**src/rtl/fir_coeff_loader_if.sv**
```systemverilog
// Write / commit / readback bus between a coefficient host and fir_coeff_loader.
interface fir_coeff_loader_if;
   logic        i_wr_valid;
   logic        o_wr_ready;
   logic [3:0]  iu4_wr_addr;
   logic [31:0] is32_wr_data;
   logic        i_commit;
   logic        o_busy;
   logic        o_commit_done;
   logic        o_addr_err;
   logic [8:0]  ou9_dirty;
   logic [3:0]  iu4_rd_addr;
   logic [31:0] os32_rd_data;

   modport master (
      output i_wr_valid, iu4_wr_addr, is32_wr_data, i_commit, iu4_rd_addr,
      input  o_wr_ready, o_busy, o_commit_done, o_addr_err, ou9_dirty, os32_rd_data
   );

   modport slave (
      input  i_wr_valid, iu4_wr_addr, is32_wr_data, i_commit, iu4_rd_addr,
      output o_wr_ready, o_busy, o_commit_done, o_addr_err, ou9_dirty, os32_rd_data
   );
endinterface

```
**src/rtl/fir_coeff_loader.sv**
```systemverilog
// Double-buffered 9-tap FIR coefficient loader: writes land in a shadow bank,
// and a commit copies the whole shadow bank into the active bank on the next
// filter sample strobe, so the filter never sees a half-updated set.
module fir_coeff_loader #(
   parameter int RESET_PASSTHROUGH = 1
) (
   input  logic               clk,
   input  logic               rstn,
   input  logic               ce,
   fir_coeff_loader_if.slave  bus,
   output logic [31:0]        os32_coeff_0,
   output logic [31:0]        os32_coeff_1,
   output logic [31:0]        os32_coeff_2,
   output logic [31:0]        os32_coeff_3,
   output logic [31:0]        os32_coeff_4,
   output logic [31:0]        os32_coeff_5,
   output logic [31:0]        os32_coeff_6,
   output logic [31:0]        os32_coeff_7,
   output logic [31:0]        os32_coeff_8
);

   localparam int          NTAPS      = 9;
   localparam logic [0:0]  ST_IDLE    = 1'b0;
   localparam logic [0:0]  ST_PENDING = 1'b1;
   // Tap 0 resets to ~1.0 in Q1.31 so the filter passes data through untouched.
   localparam logic [31:0] RST_C0     = (RESET_PASSTHROUGH != 0) ? 32'h7FFF_FFFF : 32'h0;

   logic [0:0]  state_q, state_d;
   logic [31:0] shadow_q [NTAPS];
   logic [31:0] shadow_d [NTAPS];
   logic [31:0] active_q [NTAPS];
   logic [31:0] active_d [NTAPS];
   logic [8:0]  dirty_q, dirty_d;
   logic        done_q, done_d;
   logic        addr_err_q, addr_err_d;
   logic [31:0] rd_data_q, rd_data_d;
   logic        wr_acc;

   // Writes are only taken in IDLE; a pending commit freezes the shadow bank.
   assign wr_acc = bus.i_wr_valid && (state_q == ST_IDLE);

   // Next-state: shadow writes, commit arming, and the ce-aligned bank copy.
   always_comb begin
      state_d    = state_q;
      shadow_d   = shadow_q;
      active_d   = active_q;
      dirty_d    = dirty_q;
      done_d     = 1'b0;
      addr_err_d = 1'b0;
      rd_data_d  = '0;
      for (int i = 0; i < NTAPS; i++) begin
         if (bus.iu4_rd_addr == 4'(i)) rd_data_d = shadow_q[i];
      end
      case (state_q)
         ST_IDLE: begin
            if (wr_acc) begin
               if (bus.iu4_wr_addr > 4'd8) begin
                  addr_err_d = 1'b1;
               end else begin
                  for (int i = 0; i < NTAPS; i++) begin
                     if (bus.iu4_wr_addr == 4'(i)) begin
                        shadow_d[i] = bus.is32_wr_data;
                        dirty_d[i]  = 1'b1;
                     end
                  end
               end
            end
            // ce on this same edge is deliberately ignored: the copy waits for the next strobe.
            if (bus.i_commit) state_d = ST_PENDING;
         end
         ST_PENDING: begin
            if (ce) begin
               active_d = shadow_q;
               dirty_d  = '0;
               done_d   = 1'b1;
               state_d  = ST_IDLE;
            end
         end
         default: state_d = ST_IDLE;
      endcase
   end

   // State and bank registers; reset abandons any pending commit.
   always_ff @(posedge clk or negedge rstn) begin
      if (!rstn) begin
         state_q    <= ST_IDLE;
         dirty_q    <= '0;
         done_q     <= 1'b0;
         addr_err_q <= 1'b0;
         rd_data_q  <= '0;
         for (int i = 0; i < NTAPS; i++) begin
            shadow_q[i] <= (i == 0) ? RST_C0 : 32'h0;
            active_q[i] <= (i == 0) ? RST_C0 : 32'h0;
         end
      end else begin
         state_q    <= state_d;
         dirty_q    <= dirty_d;
         done_q     <= done_d;
         addr_err_q <= addr_err_d;
         rd_data_q  <= rd_data_d;
         shadow_q   <= shadow_d;
         active_q   <= active_d;
      end
   end

   assign bus.o_wr_ready    = (state_q == ST_IDLE);
   assign bus.o_busy        = (state_q == ST_PENDING);
   assign bus.o_commit_done = done_q;
   assign bus.o_addr_err    = addr_err_q;
   assign bus.ou9_dirty     = dirty_q;
   assign bus.os32_rd_data  = rd_data_q;

   assign os32_coeff_0 = active_q[0];
   assign os32_coeff_1 = active_q[1];
   assign os32_coeff_2 = active_q[2];
   assign os32_coeff_3 = active_q[3];
   assign os32_coeff_4 = active_q[4];
   assign os32_coeff_5 = active_q[5];
   assign os32_coeff_6 = active_q[6];
   assign os32_coeff_7 = active_q[7];
   assign os32_coeff_8 = active_q[8];

endmodule

```
**src/flat_wrapper.sv**
```systemverilog
// flat-port wrapper written by rule: the top's interface ports become plain ports
module fir_coeff_loader_flat 
#(
   parameter int RESET_PASSTHROUGH = 1
)
  (clk, rstn, ce, os32_coeff_0, os32_coeff_1, os32_coeff_2, os32_coeff_3, os32_coeff_4, os32_coeff_5, os32_coeff_6, os32_coeff_7, os32_coeff_8, bus_i_wr_valid, bus_iu4_wr_addr, bus_is32_wr_data, bus_i_commit, bus_iu4_rd_addr, bus_o_wr_ready, bus_o_busy, bus_o_commit_done, bus_o_addr_err, bus_ou9_dirty, bus_os32_rd_data);
  fir_coeff_loader_if bus_i ();
  input  logic clk;
  input  logic rstn;
  input  logic ce;
  output logic [31:0] os32_coeff_0;
  output logic [31:0] os32_coeff_1;
  output logic [31:0] os32_coeff_2;
  output logic [31:0] os32_coeff_3;
  output logic [31:0] os32_coeff_4;
  output logic [31:0] os32_coeff_5;
  output logic [31:0] os32_coeff_6;
  output logic [31:0] os32_coeff_7;
  output logic [31:0] os32_coeff_8;
  input wire logic [$bits(bus_i.i_wr_valid)-1:0] bus_i_wr_valid;
  input wire logic [$bits(bus_i.iu4_wr_addr)-1:0] bus_iu4_wr_addr;
  input wire logic [$bits(bus_i.is32_wr_data)-1:0] bus_is32_wr_data;
  input wire logic [$bits(bus_i.i_commit)-1:0] bus_i_commit;
  input wire logic [$bits(bus_i.iu4_rd_addr)-1:0] bus_iu4_rd_addr;
  output wire logic [$bits(bus_i.o_wr_ready)-1:0] bus_o_wr_ready;
  output wire logic [$bits(bus_i.o_busy)-1:0] bus_o_busy;
  output wire logic [$bits(bus_i.o_commit_done)-1:0] bus_o_commit_done;
  output wire logic [$bits(bus_i.o_addr_err)-1:0] bus_o_addr_err;
  output wire logic [$bits(bus_i.ou9_dirty)-1:0] bus_ou9_dirty;
  output wire logic [$bits(bus_i.os32_rd_data)-1:0] bus_os32_rd_data;
  assign bus_i.i_wr_valid = bus_i_wr_valid;
  assign bus_i.iu4_wr_addr = bus_iu4_wr_addr;
  assign bus_i.is32_wr_data = bus_is32_wr_data;
  assign bus_i.i_commit = bus_i_commit;
  assign bus_i.iu4_rd_addr = bus_iu4_rd_addr;
  assign bus_o_wr_ready = bus_i.o_wr_ready;
  assign bus_o_busy = bus_i.o_busy;
  assign bus_o_commit_done = bus_i.o_commit_done;
  assign bus_o_addr_err = bus_i.o_addr_err;
  assign bus_ou9_dirty = bus_i.ou9_dirty;
  assign bus_os32_rd_data = bus_i.os32_rd_data;
  fir_coeff_loader #(.RESET_PASSTHROUGH(RESET_PASSTHROUGH)) u_core (.clk(clk), .rstn(rstn), .ce(ce), .bus(bus_i), .os32_coeff_0(os32_coeff_0), .os32_coeff_1(os32_coeff_1), .os32_coeff_2(os32_coeff_2), .os32_coeff_3(os32_coeff_3), .os32_coeff_4(os32_coeff_4), .os32_coeff_5(os32_coeff_5), .os32_coeff_6(os32_coeff_6), .os32_coeff_7(os32_coeff_7), .os32_coeff_8(os32_coeff_8));
endmodule
```
**config.mk**
```make
export PLATFORM = sky130hd
export DESIGN_NAME = fir_coeff_loader_flat
export DESIGN_NICKNAME = d
export VERILOG_FILES = /design/src/rtl/fir_coeff_loader_if.sv /design/src/rtl/fir_coeff_loader.sv /design/src/flat_wrapper.sv
export SDC_FILE = /design/constraint.sdc
export NUM_CORES = 1
export LEC_CHECK = 0
export ABC_AREA = 1
export ABC_CLOCK_PERIOD_IN_PS = 4100
export BUFFER_PORTS_ARGS = -buffer_cell sky130_fd_sc_hd__buf_4
export CORE_UTILIZATION = 25
export CTS_CLUSTER_SIZE = 28
export DETAILED_ROUTE_END_ITERATION = 8
export GPL_ROUTABILITY_DRIVEN = 0
export HOLD_SLACK_MARGIN = 0.03
export SYNTH_ARGS = -nofsm -noshare
export SYNTH_HDL_FRONTEND = slang
export SYNTH_SLANG_ARGS = --single-unit
```
**constraint.sdc**
```tcl
create_clock -name clk -period 4.1 [get_ports clk]
set_clock_uncertainty 0.1 [all_clocks]
set_input_delay 0.615 -clock clk [delete_from_list [all_inputs] [get_ports clk]]
set_output_delay 0.615 -clock clk [all_outputs]
set_load 0.02 [all_outputs]
```
==> impl_results.md, run 1 <==
* Run status: completed
* Post-CTS Setup Bufs at 0
* Ys async rst share at 1.00
* Setup crit end kind: flop
* Prevailing post-synth register cell: dfrtp_1
* # fillers at 10300
* Fin. Hold Viols at 0
* Post-DRT Antenna Nets at 0
* Top cells by count, synth: nand2_1, dfrtp_1, o21ai_0
* Site row count at 115
* Nets at 3168
* Final setup viols at 0
* Root Driver: clkbuf_16
* Rel. slew slack at 0.241
* Internal at 13.8 mW
* Tightest Pin Transition at 1140 ps
* Num CTS Buffers at 73
* Switching Fraction at 0.343
* Grt ovf at 0
* Post-layout util at 0.320
* Leakage at 15.9 nW
* Post-synth EDFFs at 0
* Port bufs at 377
* CTS tree: yes
* Initial DRC Count at 1569
* Initial antenna violation count at 6
* Synth Warn # at 0
* CP Max Fanout at 49
* Post-synth top area share at 0.564
* Power per standard cell area at 667 nW/um^2
* Crit path DAT at 3000 ps
* Layout cells sized above 1 at 0.202
* Largest net degree at the start of global routing at 181
* Vias after detailed routing at 20000
* GRT Total Usage at 0.181
* Die Height at 317 um
* Slew Limit Fails at 0
* Required time worst endpoint at 4470 ps
* Starting Density at 0.252
* Worst Setup Path Type: reg -> reg
* Sequential power share at 0.428
* Seq/Total Area, Yosys at 0.630
* Placed wire-length estimate at 63.2 mm
* Tmin final at 2630 ps
* RSZ-0062 raised after global routing: no
* I/O pins at 378
* Clock Latency Late Sink at 610 ps
* Mapped Nets at 2847
* Reg area at 15600 um^2
* Post-synth top area cell: dfrtp_1
* Worst hold path class: in -> reg
* Core area at 98300 um^2
* Top-count cell post-synth: nand2_1
* First-pass GRT wire length at 134 mm
* CTS HTree Levels at 3
* Clock share of power at 0.321
* Yosys reg bits at 620
* Worst-path clk slew at 60 ps
* Number of global-route vias before repair at 19500
* CTS resizes at 0
* Clk sink count at 620
* Multi-input gate area at 8080 um^2
* Wire length after detailed routing at 91.0 mm
* Peak supply drop at 0.330 mV
* Routed len/inst at 20.4 um
* Vias/cell at 4.47
* # Max-Cap Violations at 0
* Combinational Power Share at 0.251
* Startpoint types: flop
* Max Freq at 0.380 GHz
* DRT Pass-1 Iters at 6
* Synth Cell Area at 24800 um^2
* Post-route DRC violation count at 0
* Mean Syn Cell Area at 8.83 um^2
* P&R area growth vs syn at 26.9%
* Diode count at 0
* NetSw at 7.19 mW
* Area contributors post-synth: dfrtp_1, nand2_1, o21ai_0
* Max clock buf depth at 3
* Syn Inst Count at 2802
* Setup TNS at 0 ps
* Tcrit/Tclk final at 0.641
* Post-synthesis cell type count at 23
* Die X at 317 um
* Full die area at 100000 um^2
-- cells by family (layout without fill, tap and decap cells) --
family	Yosys count	after routing	share of synthesized area
AOI/OAI and AO/OA	393	393	0.0836
DFF	620	620	0.630
buffers and inverters	285	663	0.0471
and+or+nand+nor	1504	1504	0.239
-- flip-flops by register name, summed over array words and instances (netlist names) --
| name | cells |
|---|---|
| u_core.os32_coeff_0 | 32 |
| u_core.bus.os32_rd_data | 32 |
| u_core.os32_coeff_3 | 32 |
| u_core.os32_coeff_8 | 32 |
| u_core.bus.o_commit_done | 1 |
| u_core.shadow_q | 288 |
| u_core.os32_coeff_1 | 32 |
| u_core.bus.o_addr_err | 1 |
| u_core.bus.ou9_dirty | 9 |
| u_core.os32_coeff_4 | 32 |
| u_core.os32_coeff_7 | 32 |
| u_core.bus.o_busy | 1 |
| u_core.os32_coeff_5 | 32 |
| u_core.os32_coeff_2 | 32 |
| u_core.os32_coeff_6 | 32 |
-- per-stage QoR --
step | worst slack [ps] | instances | total power, mW | hold slack [ps] | cell area [um^2]
after floorplan | 2210 | 2802 | 11.5 | 219 | 24800
after global placement | 1380 | 4334 | 14.3 | 358 | 29000
after detailed placement | 1360 | 4334 | 14.4 | 358 | 29000
after CTS | 1470 | 4467 | 21.3 | 94.7 | 31400
after global routing | 1290 | 4467 | 22.1 | 114 | 31400
final | 1470 | 4467 | 21.0 | 135 | 31400
-- repair_timing --
| item | CTS | global route |
|---|---|---|
| hold buffers | 1 | 0 |
| setup endpoints to repair | 0 | 0 |
| endpoints found under the hold margin | 47 | 0 |
-- path summary, 6_finish.rpt --
path | from | to | slack (ps) | depth (start not counted)
worst max-delay path | u_core.bus.o_busy | u_core.shadow_q[6] | 1470 | 5
worst min-delay path | bus_i_commit | u_core.bus.o_busy | 130 | 3
worst max register to register | u_core.bus.o_busy | u_core.shadow_q[6] | 1470 | 5
worst min register to register | u_core.os32_coeff_0[22] | u_core.os32_coeff_0[22] | 370 | 2
max in group asynchronous | rstn | u_core.shadow_q[44] | 2370 | 4
min in group asynchronous | rstn | u_core.os32_coeff_4[23] | 460 | 2
-- power groups by stage --
stage / sequential [mW] / combinational (mW) / clock [mW]
2_1_floorplan: 9.88 / 1.67 / 0
3_3_place_gp: 9.03 / 5.31 / 0
3_5_place_dp: 9.04 / 5.39 / 0
4_1_cts: 8.96 / 5.41 / 6.90
5_1_grt: 9.18 / 5.81 / 7.15
6_report: 8.98 / 5.26 / 6.72
-- routing by layer --
| layer | GRT usage | share of wire | routed length [um] | vias up |
|---|---|---|---|---|
| met1 | 0.226 | 0.41 | 37500 | 9725 |
| met2 | 0.309 | 0.49 | 44900 | 576 |
| li1 | - | - | - | 9552 |
| met3 | 0.0517 | 0.072 | 6570 | 108 |
| met4 | 0.0436 | 0.022 | 1990 | 8 |
| met5 | 0 | 0.00048 | 44 | - |
-- critical path: stages, from the launching register on --
cell,delay (ps)
dfrtp_1,560
nor2_2,500
nand2_2,700
buf_4,420
nand2_1,60
o21ai_0,80
-- final cells by class --
class	count	share of cell area
inverter	118	0.0143
sequential	620	0.496
multi-input combinational	1897	0.257
clock buffer	103	0.0675
tap	1287	0.0512
clock inverter	29	0.0108
timing repair buffer	413	0.103
-- cells in the final DEF (no fill, tap or decap), types with 5 or more instances in the layout --
| cell | netlist | final |
|---|---|---|
| nor2_4 | 0 | 5 |
| dfrtp_1 | 558 | 558 |
| clkbuf_8 | 0 | 16 |
| clkinv_2 | 0 | 12 |
| nor3_1 | 6 | 6 |
| nand4_1 | 32 | 32 |
| clkbuf_1 | 112 | 13 |
| o21ai_2 | 23 | 23 |
| o21ai_1 | 9 | 9 |
| inv_6 | 0 | 5 |
| nor2_1 | 74 | 70 |
| inv_1 | 115 | 115 |
| buf_4 | 1 | 402 |
| a21oi_1 | 32 | 32 |
| nand3_1 | 130 | 129 |
| clkbuf_16 | 0 | 74 |
| o21ai_0 | 328 | 328 |
| nand2_1 | 1254 | 1245 |
| bufinv_16 | 0 | 6 |
| dfstp_2 | 62 | 62 |
| nand2_2 | 0 | 8 |
| buf_12 | 0 | 9 |
Note: power is estimated with default switching activity, not from simulation.
==> run 2, diff against run 1 <==
--- a/config.mk
+++ b/config.mk
@@ -6,7 +6,7 @@
 export NUM_CORES = 1
 export LEC_CHECK = 0
 export ABC_AREA = 1
-export ABC_CLOCK_PERIOD_IN_PS = 4100
+export ABC_CLOCK_PERIOD_IN_PS = 2400
 export BUFFER_PORTS_ARGS = -buffer_cell sky130_fd_sc_hd__buf_4
 export CORE_UTILIZATION = 25
 export CTS_CLUSTER_SIZE = 28
==> constraint.sdc (replaced) <==
create_clock -name clk -period 2.4 [get_ports clk]
set_clock_uncertainty 0.1 [all_clocks]
set_input_delay 0.36 -clock clk [delete_from_list [all_inputs] [get_ports clk]]
set_output_delay 0.36 -clock clk [all_outputs]
set_load 0.02 [all_outputs]
==> impl_results.md, run 2 (synthesis results as in run 1) <==
* Run status: completed
* Fin. Hold Viols at 0 (unchanged)
* Die X at 317 um (unchanged)
* Top Family by Delay on Critical Path: flip-flops
* Setup crit end kind: flop
* Largest reg by FF count: u_core.shadow_q
* Leading cell types in the layout, fill and taps excluded: nand2_1, dfrtp_1, buf_4
* Post-DRT Antenna Nets at 0 (unchanged)
* Max Freq at 0.440 GHz (+16%)
* # Max-Cap Violations at 0 (unchanged)
* I/O pins at 378 (unchanged)
* Worst Setup Path Type: reg -> reg
* Tmin final at 2270 ps (-355 ps)
* Worst-path clk slew at 60 ps (about the same)
* CTS HTree Levels at 3 (unchanged)
* Post-CTS Setup Bufs at 0 (unchanged)
* Max reg flops at 288 (unchanged)
* Post-route DRC violation count at 0 (unchanged)
* Initial antenna violation count at 3 (-3)
* Num CTS Buffers at 74 (+1.4%)
* Number of global-route vias before repair at 19900 (+2.0%)
* # fillers at 10300 (+0.078%)
* First-pass GRT wire length at 135 mm (+0.63%)
* Largest net degree at the start of global routing at 119 (-34%)
* Inst Count DP at 4366 (+0.74%)
* Full die area at 100000 um^2 (unchanged)
* RSZ-0062 raised after global routing: no
* Hold Slack at 80.1 ps (-54.8 ps)
* Tightest Pin Transition at 712 ps (-427 ps)
* CP cell instances: nand2_4, inv_8, nor2_1, a31oi_4, nand3_4, buf_12, nand2_1, o21ai_2
* Final setup viols at 0 (unchanged)
* Post-route setup slack at 127 ps (-1340 ps)
* Die Height at 317 um (unchanged)
* Clock Latency Late Sink at 620 ps (about the same)
* Worst path slowest cell: dfrtp_1
* Root Driver: clkbuf_16
* Peak supply drop at 0.575 mV (+74%)
* Worst hold path class: in -> reg
* GRT Total Usage at 0.183 (+0.00146)
* Routed len/inst at 20.5 um (+0.75%)
* Multi-input gate area at 8080 um^2 (unchanged)
* Placed wire-length estimate at 64.9 mm (+2.8%)
* CTS tree: yes
* Slew Limit Fails at 0 (unchanged)
* Startpoint types: flop
* Reg2Reg Setup Slack at 130 ps (-1340 ps)
* Final std cells w/o fill at 4504 (+0.83%)
* Required time worst endpoint at 2780 ps (-1690 ps)
* Diode count at 0 (unchanged)
* Power per standard cell area at 1120 nW/um^2 (+68%)
* Vias/cell at 4.51 (+0.81%)
* Slowest stage delay, CP at 680 ps (-20 ps)
* Reg area at 15600 um^2 (unchanged)
* Core area at 98300 um^2 (unchanged)
* Leakage at 16.2 nW (+1.7%)
* Port bufs at 377 (unchanged)
* Fin area at 32000 um^2 (+1.8%)
* Grt ovf at 0 (unchanged)
* Vias after detailed routing at 20300 (+1.6%)
* Initial DRC Count at 1494 (-4.8%)
* Site row count at 115 (unchanged)
* Placed Area at 29500 um^2 (+1.9%)
* Max clock buf depth at 3 (unchanged)
* Tcrit/Tclk final at 0.947 (+0.306)
* Starting Density at 0.252 (unchanged)
* CP bufs+invs at 2 (+1)
* Place WS at 157 ps (-1200 ps)
* Nets at 3204 (+1.1%)
* DRT Pass-1 Iters at 6 (unchanged)
* CP Max Fanout at 65 (+33%)
* Rel. slew slack at 0.526 (+0.285)
* P&R area growth vs syn at 29.2%
* Setup TNS at 0 ps (unchanged)
* Most common cell after layout, fill and taps aside: nand2_1
* Crit path DAT at 2650 ps (-350 ps)
* Clk sink count at 620 (unchanged)
* Layout cells sized above 1 at 0.208 (+0.00639)
* Wire length after detailed routing at 92.4 mm (+1.6%)
run 2: report_power, final:
| part | total, mW | leakage, nW | switching [mW] | internal, mW |
|---|---|---|---|---|
| logic | 9.16 | 7.03 | 5.78 | 3.38 |
| clock network | 11.4 | 1.19 | 4.67 | 6.76 |
| registers | 15.3 | 7.95 | 1.94 | 13.4 |
| total | 35.9 | 16.2 | 12.4 | 23.5 |
run 2: path summary, 6_finish.rpt:
check	cells past startpoint	end	from
min	4	u_core.os32_coeff_5[31]	ce
max reg2reg	8	u_core.shadow_q[169]	u_core.bus.o_busy
min in group asynchronous	2	u_core.os32_coeff_8[25]	rstn
max in group asynchronous	4	u_core.os32_coeff_8[17]	rstn
min reg2reg	2	u_core.os32_coeff_0[27]	u_core.os32_coeff_0[27]
max	8	u_core.shadow_q[169]	u_core.bus.o_busy
run 2: final cells by class:
type,instances,area share
multi-input cells,1897,0.253
inverters,118,0.0141
repair buffers,448,0.119
well taps,1287,0.0503
flip-flops and latches,620,0.487
clock inverters,26,0.00970
clock buffers,108,0.0669
run 2: repair_timing:
action,4_1_cts,5_1_grt
resized for setup,0,0
hold endpoints to repair,205,0
hold buffers,4,0
run 2: worst reg2reg max path: stages (launching register included):
cell,delay [ps]
dfrtp_1,680
nand2_4,260
inv_8,140
nor2_1,70
a31oi_4,290
nand3_4,120
buf_12,210
nand2_1,220
o21ai_2,50
run 2: per-layer routing:
metal	share of wire	global-route usage	wire length, um	up-vias
li1	-	-	-	9607
met1	0.41	0.226	37600	9922
met2	0.48	0.306	44700	632
met3	0.075	0.0511	6960	132
met4	0.033	0.0626	3040	4
met5	0.00028	0	26	-
run 2: metrics by stage:
stage	power, mW	utilization
final	35.9	0.326
after detailed placement	24.8	0.300
after CTS	36.4	0.326
after global placement	24.6	0.300
after global routing	37.9	0.326
after floorplan	19.7	-
